===== config.mk =====
export PLATFORM = sky130hd
export DESIGN_NAME = demux_rr_sched_flat
export DESIGN_NICKNAME = d
export VERILOG_FILES = /design/src/rtl/demux_rr_sched_pkg.sv /design/src/rtl/demux_rr_sched_if.sv /design/src/rtl/demux_rr_sched_rr_pick.sv /design/src/rtl/demux_rr_sched.sv /design/src/flat_wrapper.sv
export SDC_FILE = /design/constraint.sdc
export NUM_CORES = 1
export LEC_CHECK = 0
export ABC_AREA = 1
export CAP_MARGIN = 20
export CORE_MARGIN = 1
export CORE_UTILIZATION = 50
export DETAILED_ROUTE_END_ITERATION = 8
export PLACE_DENSITY = 0.88
export SLEW_MARGIN = 20
export SYNTH_ARGS = -nofsm -noshare
export SYNTH_HDL_FRONTEND = slang
export SYNTH_SLANG_ARGS = --single-unit

===== constraint.sdc =====
create_clock -name clk -period 5.8 [get_ports clk]
set_clock_uncertainty 0.2 [all_clocks]
set_input_delay 1.16 -clock clk [delete_from_list [all_inputs] [get_ports clk]]
set_output_delay 1.16 -clock clk [all_outputs]
set_load 0.03 [all_outputs]

===== src/rtl/demux_rr_sched_pkg.sv =====
// Shared definitions for the round-robin demux scheduler: FSM encodings and default sizes.
package demux_sched_pkg;

    localparam int DEF_WIDTH   = 8;
    localparam int DEF_NUM_OUT = 4;
    localparam int DEF_SEL_W   = 2;

    // Encoding 2'd3 is unused; the FSM treats it as a fault and falls back to IDLE.
    typedef enum logic [1:0] {
        ST_IDLE = 2'd0,
        ST_ARB  = 2'd1,
        ST_SEND = 2'd2
    } state_t;

endpackage


===== src/rtl/demux_rr_sched_if.sv =====
// Producer/consumer bus for the round-robin demux scheduler.
interface demux_rr_sched_if #(
    parameter int WIDTH   = 8,
    parameter int NUM_OUT = 4,
    parameter int SEL_W   = 2
);
    logic [WIDTH-1:0]   din;
    logic               din_valid;
    logic               din_ready;
    logic [NUM_OUT-1:0] en_mask;
    logic [NUM_OUT-1:0] dout_ready;
    logic [WIDTH-1:0]   dout;
    logic [NUM_OUT-1:0] dout_valid;
    logic [SEL_W-1:0]   sel;
    logic               busy;

    modport slave (
        input  din, din_valid, en_mask, dout_ready,
        output din_ready, dout, dout_valid, sel, busy
    );

    modport master (
        output din, din_valid, en_mask, dout_ready,
        input  din_ready, dout, dout_valid, sel, busy
    );
endinterface


===== src/rtl/demux_rr_sched_rr_pick.sv =====
// Rotating first-one finder: lowest set bit of req at or after start, wrapping modulo NUM_OUT.
module rr_pick #(
    parameter int NUM_OUT = 4,
    parameter int SEL_W   = 2
) (
    input  logic [NUM_OUT-1:0] req,
    input  logic [SEL_W-1:0]   start,
    output logic [SEL_W-1:0]   idx,
    output logic               found
);
    logic [SEL_W-1:0] cand;

    // Walk offsets from farthest to nearest so the nearest hit is written last and wins.
    always_comb begin
        idx   = '0;
        found = 1'b0;
        cand  = '0;
        for (int i = NUM_OUT - 1; i >= 0; i--) begin
            cand = start + SEL_W'(i);
            if (req[cand]) begin
                idx   = cand;
                found = 1'b1;
            end
        end
    end
endmodule


===== src/rtl/demux_rr_sched.sv =====
// Round-robin 1:N demux scheduler: buffers one word, picks an enabled output, holds it until taken.
// Optional macro DEMUX_RR_SCHED_SKIP_EN prefers enabled outputs that are already ready.
module demux_rr_sched
    import demux_sched_pkg::*;
#(
    parameter int WIDTH   = DEF_WIDTH,
    parameter int NUM_OUT = DEF_NUM_OUT,
    parameter int SEL_W   = DEF_SEL_W
) (
    input  logic              clk,
    input  logic              rst,
    demux_rr_sched_if.slave   bus
);
    state_t           state;
    logic [WIDTH-1:0] word_buf;
    logic [SEL_W-1:0] ptr;
    logic [SEL_W-1:0] pick_idx;
    logic             pick_found;

`ifdef DEMUX_RR_SCHED_SKIP_EN
    logic [SEL_W-1:0] en_idx, rdy_idx;
    logic             en_found, rdy_found;

    rr_pick #(.NUM_OUT(NUM_OUT), .SEL_W(SEL_W)) u_pick_en (
        .req(bus.en_mask), .start(ptr), .idx(en_idx), .found(en_found)
    );
    rr_pick #(.NUM_OUT(NUM_OUT), .SEL_W(SEL_W)) u_pick_rdy (
        .req(bus.en_mask & bus.dout_ready), .start(ptr), .idx(rdy_idx), .found(rdy_found)
    );

    assign pick_idx   = rdy_found ? rdy_idx : en_idx;
    assign pick_found = en_found;
`else
    rr_pick #(.NUM_OUT(NUM_OUT), .SEL_W(SEL_W)) u_pick (
        .req(bus.en_mask), .start(ptr), .idx(pick_idx), .found(pick_found)
    );
`endif

    always_ff @(posedge clk) begin
        if (rst) begin
            state          <= ST_IDLE;
            ptr            <= '0;
            bus.sel        <= '0;
            bus.dout       <= '0;
            bus.dout_valid <= '0;
            bus.din_ready  <= 1'b1;
            bus.busy       <= 1'b0;
        end else begin
            case (state)
                ST_IDLE: begin
                    if (bus.din_valid && bus.din_ready) begin
                        word_buf      <= bus.din;
                        bus.din_ready <= 1'b0;
                        bus.busy      <= 1'b1;
                        state         <= ST_ARB;
                    end
                end
                ST_ARB: begin
                    // With nothing enabled the word simply waits here.
                    if (pick_found) begin
                        bus.sel        <= pick_idx;
                        bus.dout       <= word_buf;
                        bus.dout_valid <= NUM_OUT'(1) << pick_idx;
                        state          <= ST_SEND;
                    end
                end
                ST_SEND: begin
                    if (bus.dout_ready[bus.sel]) begin
                        ptr            <= bus.sel + SEL_W'(1);
                        bus.dout_valid <= '0;
                        bus.din_ready  <= 1'b1;
                        bus.busy       <= 1'b0;
                        state          <= ST_IDLE;
                    end
                end
                default: begin
                    bus.dout_valid <= '0;
                    bus.din_ready  <= 1'b1;
                    bus.busy       <= 1'b0;
                    state          <= ST_IDLE;
                end
            endcase
        end
    end
endmodule


===== src/flat_wrapper.sv =====
// flat-port wrapper written by rule: the top's interface ports become plain ports
module demux_rr_sched_flat import demux_sched_pkg::*;
#(
    parameter int WIDTH   = DEF_WIDTH,
    parameter int NUM_OUT = DEF_NUM_OUT,
    parameter int SEL_W   = DEF_SEL_W
)
  (clk, rst, bus_din, bus_din_valid, bus_en_mask, bus_dout_ready, bus_din_ready, bus_dout, bus_dout_valid, bus_sel, bus_busy);
  demux_rr_sched_if #(.WIDTH(WIDTH), .NUM_OUT(NUM_OUT), .SEL_W(SEL_W)) bus_i ();
  input  logic clk;
  input  logic rst;
  input wire logic [$bits(bus_i.din)-1:0] bus_din;
  input wire logic [$bits(bus_i.din_valid)-1:0] bus_din_valid;
  input wire logic [$bits(bus_i.en_mask)-1:0] bus_en_mask;
  input wire logic [$bits(bus_i.dout_ready)-1:0] bus_dout_ready;
  output wire logic [$bits(bus_i.din_ready)-1:0] bus_din_ready;
  output wire logic [$bits(bus_i.dout)-1:0] bus_dout;
  output wire logic [$bits(bus_i.dout_valid)-1:0] bus_dout_valid;
  output wire logic [$bits(bus_i.sel)-1:0] bus_sel;
  output wire logic [$bits(bus_i.busy)-1:0] bus_busy;
  assign bus_i.din = bus_din;
  assign bus_i.din_valid = bus_din_valid;
  assign bus_i.en_mask = bus_en_mask;
  assign bus_i.dout_ready = bus_dout_ready;
  assign bus_din_ready = bus_i.din_ready;
  assign bus_dout = bus_i.dout;
  assign bus_dout_valid = bus_i.dout_valid;
  assign bus_sel = bus_i.sel;
  assign bus_busy = bus_i.busy;
  demux_rr_sched #(.WIDTH(WIDTH), .NUM_OUT(NUM_OUT), .SEL_W(SEL_W)) u_core (.clk(clk), .rst(rst), .bus(bus_i));
endmodule

Word-level counts from Yosys, hierarchy flattened
Index checks and enable logic that the tools add are counted.
{ "totals": {"regBits": 28, "in_bits": 19, "output_inout_bits": 16, "wordCells": 65} }
{ "classes": {"add_sub_neg": 4, "order_cmp": 5, "eq_ne": 5, "shift": 1, "mux": 31, "n_bitwise": 3, "reduce_logical": 8} }
{ "op_table": {"columns": ["op", "n"], "rows": [
  ["2-bit by 3-bit < comparator with 1-bit output, second input constant", 5],
  ["2-bit 2-to-1 mux", 7],
  ["1-bit 2-to-1 mux", 13],
  ["4-bit case mux with 3 select lines", 1],
  ["3-bit AND reduction", 4],
  ["1-bit binary-select mux with 2-bit select", 5],
  ["4-bit 2-to-1 mux", 2],
  ["2-bit by 1-bit != test with 1-bit output, second input constant", 3],
  ["1-bit case mux with 3 select lines", 2],
  ["2-bit case mux with 3 select lines", 1],
  ["2-bit by 1-bit adder with 2-bit output, second input constant", 2],
  ["2-bit adder, second input constant", 2],
  ["2-bit AND reduction", 2],
  ["1-bit by 2-bit left shift with 4-bit output, first input constant", 1],
  ["1-bit NOT", 3],
  ["2-bit by 1-bit equality test with 1-bit output, second input constant", 1],
  ["2-bit equality test, second input constant", 1],
  ["2-bit logical NOT", 1],
  ["1-bit logical AND", 1]
]} }

Depth between registers and ports, before layout
Gate-level depths: netlist (run 1).
{ "depth": {"depth_word": 10, "mapped_depth": 12, "mapped_depth_nobuf": 12} }

Cells and area by module
A second synthesis (run 1) with hierarchy kept.
{ "hier_totals": {"hier_cells": 171, "hier_area_um2": 1363.8} }
{ "by_module_without_submodules": {"columns": ["mod", "instances", "cells_per_inst", "area_per_inst_um2", "seq_area_each_um2"], "rows": [
  ["demux_rr_sched", 1, 127, 1148.6, 640.6],
  ["rr_pick", 1, 44, 215.2, 0.0]
]} }

Worst setup path after synthesis (run 1)
No wires, ideal clock.
{ "synth_timing": {"path_kind": "in2reg", "from": "input port bus_dout_ready[3]", "to": "register u_core.word_buf[0], enable pin", "setup_ns": 0.370, "arrival_time_ns": 2.099, "required_time_ns": 5.230, "slack_ns": 3.131, "cell_stages": 8, "n_path_buf": 0, "cell_sequence": "nand2_1 > nand3_1 > nand2_1 > nand3_1 > nand2_1 > nor2_1 > nand2_1 > nor2_1"} }
{ "synth_rtl": {"columns": ["item", "line_no", "rtl"], "rows": [
  ["start: declaration", "flat_wrapper.sv:15", "input wire logic [$bits(bus_i.dout_ready)-1:0] bus_dout_ready;"],
  ["end signal: assignment", "demux_rr_sched.sv:52", "word_buf <= bus.din;"],
  ["end: declaration", "demux_rr_sched.sv:15", "logic [WIDTH-1:0] word_buf;"]
]} }

==> impl_results.md, run 1 <==
* Status: finished clean
* Mean Syn Cell Area at 7.69 µm²
* Post-route cell area at 1610 µm²
* Period minus WS final at 2970 ps
* Count of pins over their slew limit at 0
* Seq pwr share at 39.1%
* Die ar. at 2680 µm²
* WP data required at 5590 ps
* Post-DP HPWL at 2170 µm
* Final setup vio count at 0
* Hold Crit Class: flop to flop
* Total Wirelength at 2820 µm
* Slew @ Worst Pin at 636 ps
* Die Ht at 51.8 µm
* Syn-to-layout area delta at 30.0%
* Netlist cell types at 17
* Initial DRC Count at 35
* Num CTS Buffers at 3
* P per Cell Area at 497 nW/µm²
* Final hold vios at 0
* Yosys top cell area share at 32.4%
* CORE AREA at 2280 µm²
* H-tree depth at 1
* Vias at 1146
* Core Rows at 17
* Highest Clock Rate at 0.337 GHz
* Antenna diode count at 0
* Initial antenna violation count at 0
* Sum Neg Setup Slack at 0 ps
* Post-route clock period utilization at 51.2%
* # IOs at 35
* Register area share after synthesis at 51.8%
* Post-CTS sizing at 0
* Yosys Warn Count at 0
* Layout fillers at 185
* CP Class: primary input to flop
* First-pass GRT wire length at 4640 µm
* Initial Util at 54.4%
* Slew headroom at 57.5%
* Unrepaired setup endpoints after global routing: no
* Crit end category: flop
* Placer congestion estimate at 0.893
* CTS root buffer: clkbuf_4
* ANT nets after route at 0
* Startpoint type of the worst setup path: primary input
* Dpl ws at 2450 ps
* # hold bufs at CTS at 0
* Asr flop ratio synth at 0%
* Clock buffer depth at 2
* Setup Buffers After CTS at 0
* Vias in the first global route at 1103
* Placed Area at 1580 µm²
* Avg WL per Cell at 12.7 µm
* Syn_nets at 180
* Mapped Area at 1240 µm²
* Most frequent cell after synthesis: nand2_1
* Clk slew on worst S/H paths at 140 ps
* Clock sinks at 28
* Chip Width at 51.8 µm
* Fin cells at 223
* Commonest cells post-synth: nand2_1, dfxtp_1, nor2_1, o21ai_0
* Final worst slack at 2830 ps
* Clock share of power at 10.1%
* # nets final at 215
* Grt ovf at 0
* Internal cell power at 0.445 mW
* Post-DR vias/cell at 5.14
* Crit path max fanout at 8
* Sequential cell area at 641 µm²
* Largest net degree at the start of global routing at 16
* Yosys top cell by area: dfxtp_1
* Net Switching at 0.355 mW
* Placed cell count at 219
* EDFF count, synth at 8
* Combinational share of power at 50.8%
* Worst EP arrival at 2760 ps
* Clock insertion delay at the later pin of the skew report at 330 ps
* Net Sw Frac at 44.4%
* Layout cells sized above 1 at 7.18%
* Dominant cells by area after synthesis: dfxtp_1, edfxtp_1, nand2_1, nor2_1, o21ai_0
* Main synth FF type: dfxtp_1
* P_leak at 0.677 nW
* Mapped Cells at 161
* Drt pass-1 iters at 4
* Hold_ws at 278 ps
* Drt drc at 0
* Flop and latch count out of synthesis at 28
* Overall Global Routing Usage at 24.0%
* Peak supply drop at 0.000345 V
* Area occupied by multi-input gates at 514 µm²
* Max-cap violations at 0
* TritonCTS clock tree: built
* PortBufs at 34
-- per-layer routing --
metal  up-vias  global-route usage [%]  wire length [µm]
met1       525                    24.9              1200
met5         -                       0                 0
met3         5                    4.68                91
li1        584                       -                 -
met4         0                    11.3                51
met2        32                    45.7              1480
-- worst max-delay path, cell delays in order --
cell	delay [ps]
clkdlybuf4s50_1	480
a21oi_1	70
nand2_1	90
nand2_1	50
nand3_1	120
nand2_1	80
nor2_1	120
nand2_1	80
nor2_1	500
-- path summary, 6_finish.rpt --
path / end / slack (ps) / depth (start not counted) / startpoint
setup / recovery: u_core.word_buf[5] / 2830 / 9 / bus_dout_ready[1]
hold / removal: u_core.bus.dout_valid[2] / 280 / 2 / u_core.bus.dout_valid[2]
setup reg to reg: u_core.word_buf[5] / 3640 / 8 / u_core.bus.sel[0]
hold reg to reg: u_core.bus.dout_valid[2] / 280 / 2 / u_core.bus.dout_valid[2]
-- kinds of logic (layout without fill, tap and decap cells) --
logic type | count (synthesis) | count (layout) | share of synthesized area, %
flip-flops | 28 | 28 | 51.8
buffers and inverters | 18 | 52 | 6.67
AO/OA/AOI/OAI | 27 | 27 | 11.1
XOR/XNOR | 1 | 1 | 0.708
AND/OR/NAND/NOR | 87 | 87 | 29.7
-- cell type report --
type                            count  area share [%]
Tap cell                           28            2.18
Inverter                           14            3.27
Clock inverter                      1           0.233
Clock buffer                        3            1.40
Sequential cell                    28            39.8
Multi-Input combinational cell    115            32.0
Timing Repair Buffer               34            21.2
-- cell usage in the layout (no fill, tap or decap) --
| cell type | instances |
|---|---|
| clkbuf_4 | 3 |
| inv_1 | 12 |
| o21a_1 | 1 |
| nand2_2 | 7 |
| inv_2 | 2 |
| clkinv_1 | 1 |
| edfxtp_1 | 8 |
| nor2_1 | 20 |
| o21ai_0 | 14 |
| clkdlybuf4s50_1 | 34 |
| a21oi_1 | 12 |
| nand2_1 | 46 |
| nand3b_1 | 1 |
| dfxtp_1 | 20 |
| nand4_1 | 1 |
| nand3_1 | 10 |
| nor2_2 | 2 |
| xor2_1 | 1 |
-- per-stage QoR --
step / power, mW / utilization [%]
finish: 0.800 / 70.7
global route: 0.858 / 70.7
CTS: 0.804 / 70.7
detailed placement: 0.723 / 69.5
global placement: 0.700 / 69.5
floorplan: 0.593 / -
-- power groups by stage --
stage	Combinational (mW)	Clock, mW	Sequential (mW)
floorplan	0.206	0	0.387
global placement	0.388	0	0.313
detailed placement	0.405	0	0.318
CTS	0.406	0.0837	0.314
global route	0.446	0.0918	0.321
finish	0.406	0.0808	0.313
-- registers in the layout, indices dropped and copies added (netlist names) --
register	flops
u_core.bus.busy	1
u_core.bus.din_ready	1
u_core.bus.dout	8
u_core.bus.dout_valid	4
u_core.bus.sel	2
u_core.ptr	2
u_core.state	2
u_core.word_buf	8
Power figures use the tool's default switching activity.
==> run 2: changes to the inputs <==
--- a/config.mk
+++ b/config.mk
@@ -8,9 +8,9 @@
 export ABC_AREA = 1
 export CAP_MARGIN = 20
 export CORE_MARGIN = 1
-export CORE_UTILIZATION = 50
+export CORE_UTILIZATION = 42
 export DETAILED_ROUTE_END_ITERATION = 8
-export PLACE_DENSITY = 0.88
+export PLACE_DENSITY = 0.8
 export SLEW_MARGIN = 20
 export SYNTH_ARGS = -nofsm -noshare
 export SYNTH_HDL_FRONTEND = slang
==> constraint.sdc (replaced) <==
create_clock -name clk -period 2.4 [get_ports clk]
set_clock_uncertainty 0.2 [all_clocks]
set_input_delay 0.48 -clock clk [delete_from_list [all_inputs] [get_ports clk]]
set_output_delay 0.48 -clock clk [all_outputs]
set_load 0.03 [all_outputs]
==> run 2 against run 1 <==
Effect of this change: first-iteration DRC count rose by 49%; flip-flop and latch count unchanged; non-clock buffer count is 1 higher; core utilization decreased by 12 points; register-to-register slack lost 3200 ps; worst setup slack worse by 2600 ps; largest cell class unchanged; cell area increased by 0.70%; critical path type is now flop to primary output; critical endpoint is now bus_sel[0]; routed wire length is 14% lower; worst hold slack lost 1.5 ps; global-route usage is 7.9 points lower.
==> impl_results.md, run 2 (same netlist as run 1, synthesis figures left out) <==
* CP startpoint: u_core.bus.sel[0]
* TritonCTS clock tree: built
* Die Ht at 56.3 µm
* Post-DP HPWL at 1920 µm
* Slew headroom at 78.4%
* PortBufs at 34
* FF-to-FF End: u_core.bus.sel[0]
* WP buf/inv at 1
* Worst hold path cell count at 2
* Overall Global Routing Usage at 16.1%
* Peak supply drop at 0.000744 V
* Crit-path leading delay family: buffers and inverters
* Max incr delay on CP at 710 ps
* Crit path max fanout at 6
* Crit path cell chain: clkdlybuf4s50_1
* CTS root buffer: clkbuf_4
* P_leak at 0.682 nW
* Reg2Reg Depth at 11
* Post-route clock period utilization at 90.7%
* Highest metal used: met3
* # IOs at 35
* Clk slew on worst S/H paths at 140 ps
* Die ar. at 3170 µm²
* Commonest non-fill, non-tap cell in the layout: nand2_1
* Placed cell count at 223
* Vias in the first global route at 981
* CORE AREA at 2780 µm²
* Chip Width at 56.3 µm
* Initial DRC Count at 52
* Final setup vio count at 0
* WP data required at 1720 ps
* Worst r2r src: u_core.ptr[0]
* Area occupied by multi-input gates at 514 µm²
* Min-delay src: u_core.bus.dout_valid[1]
* Syn-to-layout area delta at 30.9%
* # nets final at 216
* Num CTS Buffers at 3
* Initial Util at 44.5%
* Most frequent cells in the layout: nand2_1, clkdlybuf4s50_1, nor2_1, dfxtp_1, o21ai_0
* Status: finished clean
* # hold bufs at CTS at 0
* Antenna diode count at 0
* Final hold vios at 0
* Clock sinks at 28
* Avg WL per Cell at 10.7 µm
* Layout fillers at 251
* H-tree depth at 1
* Sum Neg Setup Slack at 0 ps
* Largest net degree at the start of global routing at 16
* ANT nets after route at 0
* DR WL met2 at 1240 µm
* Drt drc at 0
* Drt pass-1 iters at 5
* Max-cap violations at 0
* Worst R2R Setup Slack at 420 ps
* Setup Buffers After CTS at 0
* Unrepaired setup endpoints after global routing: no
* Hold Crit Class: flop to flop
* Grt ovf at 0
* Crit end category: primary output
* Core Rows at 19
* Worst path slowest cell: clkdlybuf4s50_1
* Layout cells sized above 1 at 7.65%
* M1 wire length at 1120 µm
* Initial antenna violation count at 0
* Largest regs: u_core.bus.dout x8, u_core.word_buf x8, u_core.bus.dout_valid x4
* Slew @ Worst Pin at 323 ps
* Count of pins over their slew limit at 0
* Met3 Wirelength at 67 µm
* Post-DR vias/cell at 4.93
* Fin cells at 227
* Startpoint type of the worst setup path: flop
* Sequential cell area at 641 µm²
* Placer congestion estimate at 0.817
* CP Class: flop to primary output
* Vias at 1120
* P per Cell Area at 1180 nW/µm²
* Clock insertion delay at the later pin of the skew report at 320 ps
* Post-CTS sizing at 0
* Period minus WS final at 2180 ps
* Clock buffer depth at 2
* Total Wirelength at 2420 µm
* Highest Clock Rate at 0.459 GHz
* First-pass GRT wire length at 4020 µm
* Hold EP: u_core.bus.dout_valid[1]
* Worst EP arrival at 1500 ps
## run 2: where the power goes
group          internal [mW]  leakage, nW  switching (mW)
clock                 0.0609       0.0154           0.130
combinational          0.368        0.429           0.608
sequential             0.656        0.238          0.0941
total                   1.08        0.682           0.831
## run 2: worst max path at each step
stage                               endpoint  depth (start not counted)  slack, ps
after global placement    u_core.word_buf[5]                         10        100
after CTS                         bus_sel[0]                          1        220
final                             bus_sel[0]                          1        220
after detailed placement  u_core.word_buf[7]                         10         30
after global routing              bus_sel[0]                          1        150
after floorplan           u_core.word_buf[0]                          8        290
## run 2: final cells by class
type / count / area share (%)
Sequential cell: 28 / 39.5
Multi-Input combinational cell: 115 / 31.7
Timing Repair Buffer: 35 / 21.5
Inverter: 14 / 3.24
Tap cell: 31 / 2.39
Clock buffer: 3 / 1.39
Clock inverter: 1 / 0.232
## run 2: metal layers
metal,global-route usage [%],vias to the layer above
li1,-,586
met1,19.7,508
met2,28.1,26
met3,2.76,0
met4,6.62,0
met5,0,-
## run 2: metrics by stage
stage	hold slack [ps]	util, %	area, µm²	worst slack (ps)	power [mW]
2_1_floorplan	265	-	1240	293	1.43
3_3_place_gp	255	57.3	1590	103	1.70
3_5_place_dp	260	57.3	1590	30.9	1.74
4_1_cts	280	58.3	1620	217	1.93
5_1_grt	299	58.3	1620	151	2.06
6_report	276	58.3	1620	223	1.92
==> run 3: changes to the inputs <==
--- a/config.mk
+++ b/config.mk
@@ -9,6 +9,7 @@
 export CAP_MARGIN = 20
 export CORE_MARGIN = 1
 export CORE_UTILIZATION = 42
+export CTS_CLUSTER_SIZE = 40
 export DETAILED_ROUTE_END_ITERATION = 8
 export PLACE_DENSITY = 0.8
 export SLEW_MARGIN = 20
==> results of run 3 <==
Same layout as run 2: the final DEF is identical, and so are final timing and power.
